`config.mk`:
```
export PLATFORM = sky130hd
export DESIGN_NAME = aurora_lane_controller_flat
export DESIGN_NICKNAME = d
export VERILOG_FILES = /design/src/rtl/aurora_pkg.sv /design/src/rtl/aurora_lane_controller_if.sv /design/src/rtl/aurora_lane_controller_serializer.sv /design/src/rtl/aurora_lane_controller.sv /design/src/flat_wrapper.sv
export SDC_FILE = /design/constraint.sdc
export NUM_CORES = 1
export LEC_CHECK = 0
export ABC_AREA = 1
export CAP_MARGIN = 20
export CORE_MARGIN = 2
export CORE_UTILIZATION = 57
export DETAILED_ROUTE_END_ITERATION = 8
export DONT_BUFFER_PORTS = 1
export HOLD_SLACK_MARGIN = 0.05
export PLACE_DENSITY = 0.75
export SLEW_MARGIN = 10
export SYNTH_ARGS = -nofsm -noshare
export SYNTH_HDL_FRONTEND = slang
export SYNTH_SLANG_ARGS = --single-unit
export TNS_END_PERCENT = 5
```
`constraint.sdc`:
```
create_clock -name clk -period 2.1 [get_ports clk]
set_input_delay 0.105 -clock clk [delete_from_list [all_inputs] [get_ports clk]]
set_output_delay 0.105 -clock clk [all_outputs]
set_load 0.05 [all_outputs]
```
`src/rtl/aurora_pkg.sv`:
```
// Shared constants, ordered-set type and K-code mapping for the Aurora transmit
// byte-striping stage.
package aurora_pkg;

   localparam int MAX_LINKS            = 4;
   localparam int MAX_LINKS_SIZE       = 2;
   localparam int AXI_DATA_SIZE        = 32;
   localparam int ENCODER_DATA_IN_SIZE = 8;

   typedef enum logic [2:0] {
      NONE,
      IDLE,
      CLOCK_COMP,
      CHANNEL_BOND,
      RESYNC
   } ordered_sets_e;

   localparam logic [ENCODER_DATA_IN_SIZE-1:0] K28_5 = 8'hBC;
   localparam logic [ENCODER_DATA_IN_SIZE-1:0] K28_7 = 8'hFC;
   localparam logic [ENCODER_DATA_IN_SIZE-1:0] K28_3 = 8'h7C;
   localparam logic [ENCODER_DATA_IN_SIZE-1:0] K28_0 = 8'h1C;

   typedef struct packed {
      logic                            ctrl;
      logic [ENCODER_DATA_IN_SIZE-1:0] code;
   } lane_char_t;

   // NONE has no K-code; callers substitute data for it.
   function automatic lane_char_t os_encode(input ordered_sets_e os);
      lane_char_t result;
      case (os)
         IDLE:         result = '{ctrl: 1'b1, code: K28_5};
         CLOCK_COMP:   result = '{ctrl: 1'b1, code: K28_7};
         CHANNEL_BOND: result = '{ctrl: 1'b1, code: K28_3};
         RESYNC:       result = '{ctrl: 1'b1, code: K28_0};
         default:      result = '{ctrl: 1'b0, code: '0};
      endcase
      return result;
   endfunction

   function automatic logic [MAX_LINKS_SIZE-1:0] lane_map(input logic [MAX_LINKS_SIZE-1:0] sel);
      if (int'(sel) >= MAX_LINKS) begin
         return '0;
      end
      return sel;
   endfunction

endpackage

```
`src/rtl/aurora_lane_controller_if.sv`:
```
// Lane-controller bundle: word/ordered-set inputs and per-lane character outputs.
interface aurora_lane_controller_if
   import aurora_pkg::*;
   ();

   logic                                              single_lane;
   logic [MAX_LINKS_SIZE-1:0]                         lane_select;
   ordered_sets_e                                     ordered_sets;
   logic [AXI_DATA_SIZE-1:0]                          data_in;
   logic [MAX_LINKS-1:0]                              ctrl_out;
   logic [MAX_LINKS-1:0][ENCODER_DATA_IN_SIZE-1:0]    data_out;

   modport master (
      output single_lane,
      output lane_select,
      output ordered_sets,
      output data_in,
      input  ctrl_out,
      input  data_out
   );

   modport slave (
      input  single_lane,
      input  lane_select,
      input  ordered_sets,
      input  data_in,
      output ctrl_out,
      output data_out
   );

endinterface

```
`src/rtl/aurora_lane_controller_serializer.sv`:
```
// Single-lane serialiser: sends one 32-bit word MSB byte first over four cycles,
// pausing (not dropping) the current byte whenever an ordered set is requested.
module lane_serializer
   import aurora_pkg::*;
   (
   input  logic                       clk,
   input  logic                       rst,
   input  logic                       single_lane,
   input  logic [MAX_LINKS_SIZE-1:0]  lane_select,
   input  ordered_sets_e              ordered_sets,
   input  logic [AXI_DATA_SIZE-1:0]   data_in,
   output logic                       active,
   output logic [MAX_LINKS_SIZE-1:0]  lane,
   output lane_char_t                 symbol
);

   logic [1:0]                  cnt_reg;
   logic [AXI_DATA_SIZE-1:0]    word_reg;
   logic [MAX_LINKS_SIZE-1:0]   lane_reg;
   logic                        mode_reg;

   logic                        at_boundary;
   logic [AXI_DATA_SIZE-1:0]    word_src;
   logic [AXI_DATA_SIZE-1:0]    word_shifted;

   // Mode and lane only follow the inputs between words; mid-word they come from the latches.
   always_comb begin
      at_boundary  = (cnt_reg == 2'd0);
      active       = at_boundary ? single_lane : mode_reg;
      lane         = at_boundary ? lane_map(lane_select) : lane_reg;
      word_src     = at_boundary ? data_in : word_reg;
      word_shifted = word_src << {cnt_reg, 3'b000};
      if (ordered_sets != NONE) begin
         symbol = os_encode(ordered_sets);
      end else begin
         symbol = '{ctrl: 1'b0,
                    code: word_shifted[AXI_DATA_SIZE-1 -: ENCODER_DATA_IN_SIZE]};
      end
   end

   always_ff @(posedge clk or posedge rst) begin
      if (rst) begin
         cnt_reg  <= 2'd0;
         word_reg <= '0;
         lane_reg <= '0;
         mode_reg <= 1'b0;
      end else begin
         if (at_boundary) begin
            mode_reg <= single_lane;
            lane_reg <= lane_map(lane_select);
         end
         if (active && ordered_sets == NONE) begin
            cnt_reg <= cnt_reg + 2'd1;
            if (at_boundary) begin
               word_reg <= data_in;
            end
         end
      end
   end

endmodule

```
`src/rtl/aurora_lane_controller.sv`:
```
// Aurora TX byte-striping stage: muxes all-lanes striping against the single-lane
// serialiser and registers one character plus K flag per lane.
module aurora_lane_controller
   import aurora_pkg::*;
   (
   input  logic                      clk,
   input  logic                      rst,
   aurora_lane_controller_if.slave   bus
);

   logic                                            ser_active;
   logic [MAX_LINKS_SIZE-1:0]                       ser_lane;
   lane_char_t                                      ser_symbol;
   lane_char_t                                      os_symbol;
   logic [MAX_LINKS-1:0]                            ctrl_next;
   logic [MAX_LINKS-1:0][ENCODER_DATA_IN_SIZE-1:0]  data_next;

   lane_serializer u_serializer (
      .clk          (clk),
      .rst          (rst),
      .single_lane  (bus.single_lane),
      .lane_select  (bus.lane_select),
      .ordered_sets (bus.ordered_sets),
      .data_in      (bus.data_in),
      .active       (ser_active),
      .lane         (ser_lane),
      .symbol       (ser_symbol)
   );

   assign os_symbol = os_encode(bus.ordered_sets);

   // Lane 0 carries the most significant byte when striping.
   generate
      for (genvar gi = 0; gi < MAX_LINKS; gi++) begin : g_lane
         logic selected;
         assign selected = (ser_lane == MAX_LINKS_SIZE'(gi));

         assign data_next[gi] =
            ser_active ? (selected ? ser_symbol.code : K28_5) :
            (bus.ordered_sets != NONE) ? os_symbol.code :
            bus.data_in[AXI_DATA_SIZE-1-ENCODER_DATA_IN_SIZE*gi -: ENCODER_DATA_IN_SIZE];

         assign ctrl_next[gi] =
            ser_active ? (selected ? ser_symbol.ctrl : 1'b1) :
            (bus.ordered_sets != NONE);
      end
   endgenerate

   always_ff @(posedge clk or posedge rst) begin
      if (rst) begin
         bus.ctrl_out <= '1;
         bus.data_out <= {MAX_LINKS{K28_5}};
      end else begin
         bus.ctrl_out <= ctrl_next;
         bus.data_out <= data_next;
      end
   end

endmodule

```
`src/flat_wrapper.sv`:
```
// flat-port wrapper written by rule: the top's interface ports become plain ports
module aurora_lane_controller_flat import aurora_pkg::*;
  (clk, rst, bus_single_lane, bus_lane_select, bus_ordered_sets, bus_data_in, bus_ctrl_out, bus_data_out);
  aurora_lane_controller_if bus_i ();
  input  logic clk;
  input  logic rst;
  input wire logic [$bits(bus_i.single_lane)-1:0] bus_single_lane;
  input wire logic [$bits(bus_i.lane_select)-1:0] bus_lane_select;
  input wire logic [$bits(bus_i.ordered_sets)-1:0] bus_ordered_sets;
  input wire logic [$bits(bus_i.data_in)-1:0] bus_data_in;
  output wire logic [$bits(bus_i.ctrl_out)-1:0] bus_ctrl_out;
  output wire logic [$bits(bus_i.data_out)-1:0] bus_data_out;
  assign bus_i.single_lane = bus_single_lane;
  assign bus_i.lane_select = bus_lane_select;
  assign bus_i.ordered_sets = bus_ordered_sets;
  assign bus_i.data_in = bus_data_in;
  assign bus_ctrl_out = bus_i.ctrl_out;
  assign bus_data_out = bus_i.data_out;
  aurora_lane_controller u_core (.clk(clk), .rst(rst), .bus(bus_i));
endmodule
```
### After elaboration in Yosys (flattened, before gate mapping)

Cells that the tools add are included.

| storage, ports and cells | value |
|---|---|
| register bits | 73 |
| output and inout bits | 36 |
| input port bits | 40 |

| cells by class | value |
|---|---|
| $add $sub $neg | 1 |
| equality and inequality tests | 7 |
| reduce and logical (&&, ||, !) cells | 5 |
| shift operators | 1 |
| multiplexer cells | 25 |

Operator list:

| kind | count |
|---|---|
| $mux 8 | 12 |
| $pmux 9 s4 | 1 |
| $mux 32 | 1 |
| $shl 32x5->32 | 1 |
| $mux 1 | 9 |
| $mux 9 | 1 |
| $eq 3x2->1 const B | 2 |
| $eq 2x2->1 const B | 2 |
| $logic_not 2->1 | 2 |
| $eq 3x1->1 const B | 1 |
| $eq 3x3->1 const B | 1 |
| $logic_not 3->1 | 1 |
| $reduce_bool 3->1 | 1 |
| $add 2x1->2 const B | 1 |
| $eq 2x1->1 const B | 1 |
| $mux 2 | 1 |
| $logic_and 1x1->1 | 1 |

### Logic depth before layout (Yosys ltp)

| depth | value |
|---|---|
| word-level depth | 6 |
| mapped depth | 16 |
| depth with buffers taken out | 12 |

### By module

From an unflattened synthesis, not the netlist that was laid out.

| unflattened totals | value |
|---|---|
| cells, all modules | 543 |
| area, all modules | 3867.5 sq um |

Modules (own cells, without submodules):

| module | area an instance (sq um) | times used | cells an instance | sequential area each (sq um) |
|---|---|---|---|---|
| lane_serializer | 2230.9 | 1 | 344 | 925.9 |
| aurora_lane_controller | 1636.6 | 1 | 199 | 930.9 |

### Least setup slack after synthesis

No wires, ideal clock.

| timing | value |
|---|---|
| path kind | reg-to-reg |
| start | register u_core.u_serializer.cnt_reg[0] |
| end | register u_core.bus.data_out[17] |
| cell stages (with the launch flop) | 15 |
| data arrival time | 1.930 ns |
| setup slack | 0.052 ns |
| required time | 1.982 ns |
| period minus slack after synthesis | 2.048 ns |
| cell sequence | dfrtp_1 > buf_2 > clkinv_1 > buf_2 > ha_1 > buf_4 > inv_4 > buf_2 > nand2_1 > o21ai_1 > nand2_1 > nand3_1 > nand2_1 > nand3_1 > nand2_1 |

RTL lines:

| what | line | source |
|---|---|---|
| start, declared | aurora_lane_controller_serializer.sv:17 | `logic [1:0] cnt_reg;` |
| start signal, assigned | aurora_lane_controller_serializer.sv:53 | `cnt_reg <= cnt_reg + 2'd1;` |
| end signal, assigned | aurora_lane_controller.sv:52 | `bus.data_out <= {MAX_LINKS{K28_5}};` |
| end signal, assigned | aurora_lane_controller.sv:55 | `bus.data_out <= data_next;` |
| end, declared | aurora_lane_controller_if.sv:28 | `output data_out` |

### Worst setup path after layout

| timing | value |
|---|---|
| start | register u_core.u_serializer.cnt_reg[1] |
| end | register u_core.u_serializer.word_reg[4] |

| between the ends | value |
|---|---|
| longest elaborated chain between the ends | 3 |

Ends and longest elaborated chain:

| what | line | source |
|---|---|---|
| $logic_not 2->1 | aurora_lane_controller_serializer.sv:28 | `at_boundary = (cnt_reg == 2'd0);` |
| $mux 1 | - |  |
| net u_core.ser_active | aurora_lane_controller.sv:11 | `logic ser_active;` |
| $logic_and 1x1->1 | aurora_lane_controller_serializer.sv:52 | `if (active && ordered_sets == NONE) begin` |
| end signal, assigned | aurora_lane_controller_serializer.sv:55 | `word_reg <= data_in;` |
| end, declared | aurora_lane_controller_serializer.sv:18 | `logic [AXI_DATA_SIZE-1:0] word_reg;` |

The timed path passes the listed nets, and every way through them passes these cells.
A chain may end at the register's enable or synchronous reset.

==> flow_metrics.py <==
metrics = {
    "sta": {
        "skew_ps": 8.03,
        "setup_viol": 0,
        "tns_ps": 0,
        "worst_pin_slew_ps": 675,
        "slew_viol_final": 0,
        "min_period_ps": 1920,
        "hold_viol_final": 0,
        "setup_slack_ps": 181,
        "rsz0062_at_grt": "no",
        "period_share": 0.914,
        "fmax_ghz": 0.521,
        "slew_headroom": 0.550,
    },
    "logic_synthesis": {
        "yosysUniqueCellTypes": 28,
        "synth_seq_area_share": 0.492,
        "synth_common_cells": "183 x nand2_1, 49 x dfrtp_1, 46 x nand3_1",
        "synth_area_per_cell_um2": 8.05,
        "synth-seq-cells": 73,
        "ys_warn_count": 0,
        "async_flop_share": 1.00,
        "synth_top_area_share": 0.325,
        "synthesis.nets": 510,
        "synth_top_cell_by_area": "dfrtp_1",
        "synth_edf_count": 0,
        "synthCells": 469,
        "synth_area_leaders": "dfrtp_1 32%, nand2_1 18%, dfstp_2 17%",
        "post-synth-top-count-cell": "nand2_1",
        "synth.cell_area_um2": 3770,
        "synth_ff_type": "dfrtp_1",
    },
    "cts": {
        "cts_tree": "done",
        "post_cts.repair.setup_buffers": 0,
        "h-tree-depth": 3,
        "cts_buffer_depth": 2,
        "clkTransAtPathRegs_ps": 80,
        "cts_root_buffer": "clkbuf_8",
        "clk_latency_ps": 350,
        "numCtsBuffers": 9,
        "cts_sinks": 73,
    },
    "placed_design": {
        "gpl.final_weighted_congestion": 0.896,
        "dp_hpwl_um": 6420,
        "dpl_worst_slack_ps": 73.2,
        "port_buffers": 0,
    },
    "worst_setup_path": {
        "crit_type": "flip-flop to flip-flop",
        "worst_ep_arrival_time_ps": 2200,
        "startpoint_type": "flip-flop",
        "cp_max_fo": 46,
        "crit_required_ps": 2380,
        "end_kind": "flip-flop",
        "ff2ff_path_depth": 10,
    },
    "drt": {
        "ant_nets": 0,
        "dr.pass1.iters": 4,
        "drt-initial-drc-count": 230,
        "wl_per_cell_um": 16.3,
        "drt_wl_total_um": 9580,
        "drcViolationCount": 0,
        "vias": 3283,
        "via_per_inst": 5.59,
    },
    "min_path": {
        "hp-class": "input port to flip-flop",
        "min_path_cells": 3,
    },
    "global_route": {
        "grt_max_degree": 74,
        "grt_use_total": 0.276,
        "grt_pass1_wl_um": 15400,
        "antenna_found_initial": 0,
        "grt-ovfl-total": 0,
        "grt_pass1_vias": 3131,
    },
    "cells_and_area": {
        "diodes": 0,
        "area_growth_pct": 15.5,
        "nFillCells": 503,
        "drive_above_1_share": 0.176,
        "nets": 546,
    },
    "power_and_ir_drop": {
        "pwr_density_cell_nw_per_um2": 1650,
        "peakVddDrop_mv": 1.33,
        "total_power_w": 0.00718,
        "p_leak_nw": 2.16,
    },
    "die": {
        "floorplan.initialDensity": 0.591,
        "ios": 76,
        "die_h_um": 85.4,
        "fp.dieW_um": 85.4,
        "dieArea_um2": 7290,
        "core-area_um2": 6390,
        "rows": 29,
    },
    "flow_run": {
        "maxCapViolations": 0,
    },
    "run_status": {
        "outcome": "complete, no violations",
    },
}
-- path summary, 6_finish.rpt --
check / startpoint / end / slack [ps]
worst min-delay path: bus_data_in[16] / u_core.u_serializer.word_reg[16] / 70
worst max-delay path: u_core.u_serializer.cnt_reg[1] / u_core.u_serializer.word_reg[4] / 180
worst max register to register: u_core.u_serializer.cnt_reg[1] / u_core.u_serializer.word_reg[4] / 180
worst min register to register: u_core.u_serializer.word_reg[19] / u_core.u_serializer.word_reg[19] / 480
min in group asynchronous: rst / u_core.bus.data_out[25] / 290
max in group asynchronous: rst / u_core.bus.data_out[13] / 1490
-- power breakdown --
part	leakage (nW)	switching [W]	internal, W
sequential	0.876	0.00112	0.00213
combinational	1.19	0.00193	0.000997
clock	0.0905	0.000564	0.000439
total	2.16	0.00362	0.00356
-- area by class of cell --
class / instances / area, µm² / area share
Clock buffer: 9 / 124 / 0.0284
Multi-Input combinational cell: 330 / 1600 / 0.366
Inverter: 44 / 173 / 0.0396
Timing Repair Buffer: 47 / 458 / 0.105
Clock inverter: 7 / 53.8 / 0.0123
Tap cell: 77 / 96.3 / 0.0221
Sequential cell: 73 / 1860 / 0.426
-- repair_timing --
item,in CTS,in global routing
hold buffers,37,0
resized for setup,0,2
setup endpoints to repair,0,25
endpoints found under the hold margin,127,0
-- cells in the final DEF (no fill, tap or decap), types with 2 or more instances in the layout --
master / n
buf_4: 9
a31oi_1: 8
o21ai_0: 9
nor2_8: 2
nand3_1: 46
o21ai_1: 15
inv_6: 3
inv_4: 2
dlygate4sd3_1: 37
a21oi_2: 2
nand2_1: 183
clkbuf_8: 9
a21boi_1: 11
nor2_1: 10
clkinv_1: 2
inv_1: 35
dfrtp_1: 49
o21ai_2: 20
a21oi_1: 13
dfstp_2: 24
clkinv_4: 2
inv_2: 5
nor2_2: 5
-- cells by family (layout without fill, tap and decap cells) --
group	count (synthesis)	count (layout)	synth area share
and+or+nand+nor	249	249	0.280
AOI/OAI and AO/OA	79	79	0.137
DFF	73	73	0.492
buffers and inverters	66	107	0.0855
adders and majority gates	1	1	0.00332
xor gates and xnor gates	1	1	0.00232
-- through the flow --
stage          utilization  area [µm²]  hold WS [ps]  instances
3_5_place_dp         0.596        3800           101        534
5_1_grt              0.682        4360          79.2        587
4_1_cts              0.682        4350          57.0        587
2_1_floorplan            -        3770           222        469
6_report             0.682        4360          67.9        587
3_3_place_gp         0.596        3800           106        534
-- critical path, cell delays in order, from the launching register on --
cell and delay (ps):
dfrtp_1 390, clkinv_1 70, ha_2 280, inv_4 50, nand2_2 70, nand2_4 70, inv_2 240, nor2_8 90
inv_6 310, nand2_1 160, o21ai_2 100
-- layer usage --
metal  up-vias  share of wire  wire [µm]  track usage
met3        19          0.082        788       0.0875
met5         -              0          0            0
met2       163           0.50       4780        0.477
met4         0          0.021        204       0.0765
met1      1528           0.40       3810        0.331
li1       1573              -          -            -
(Power assumes the default switching activity.)
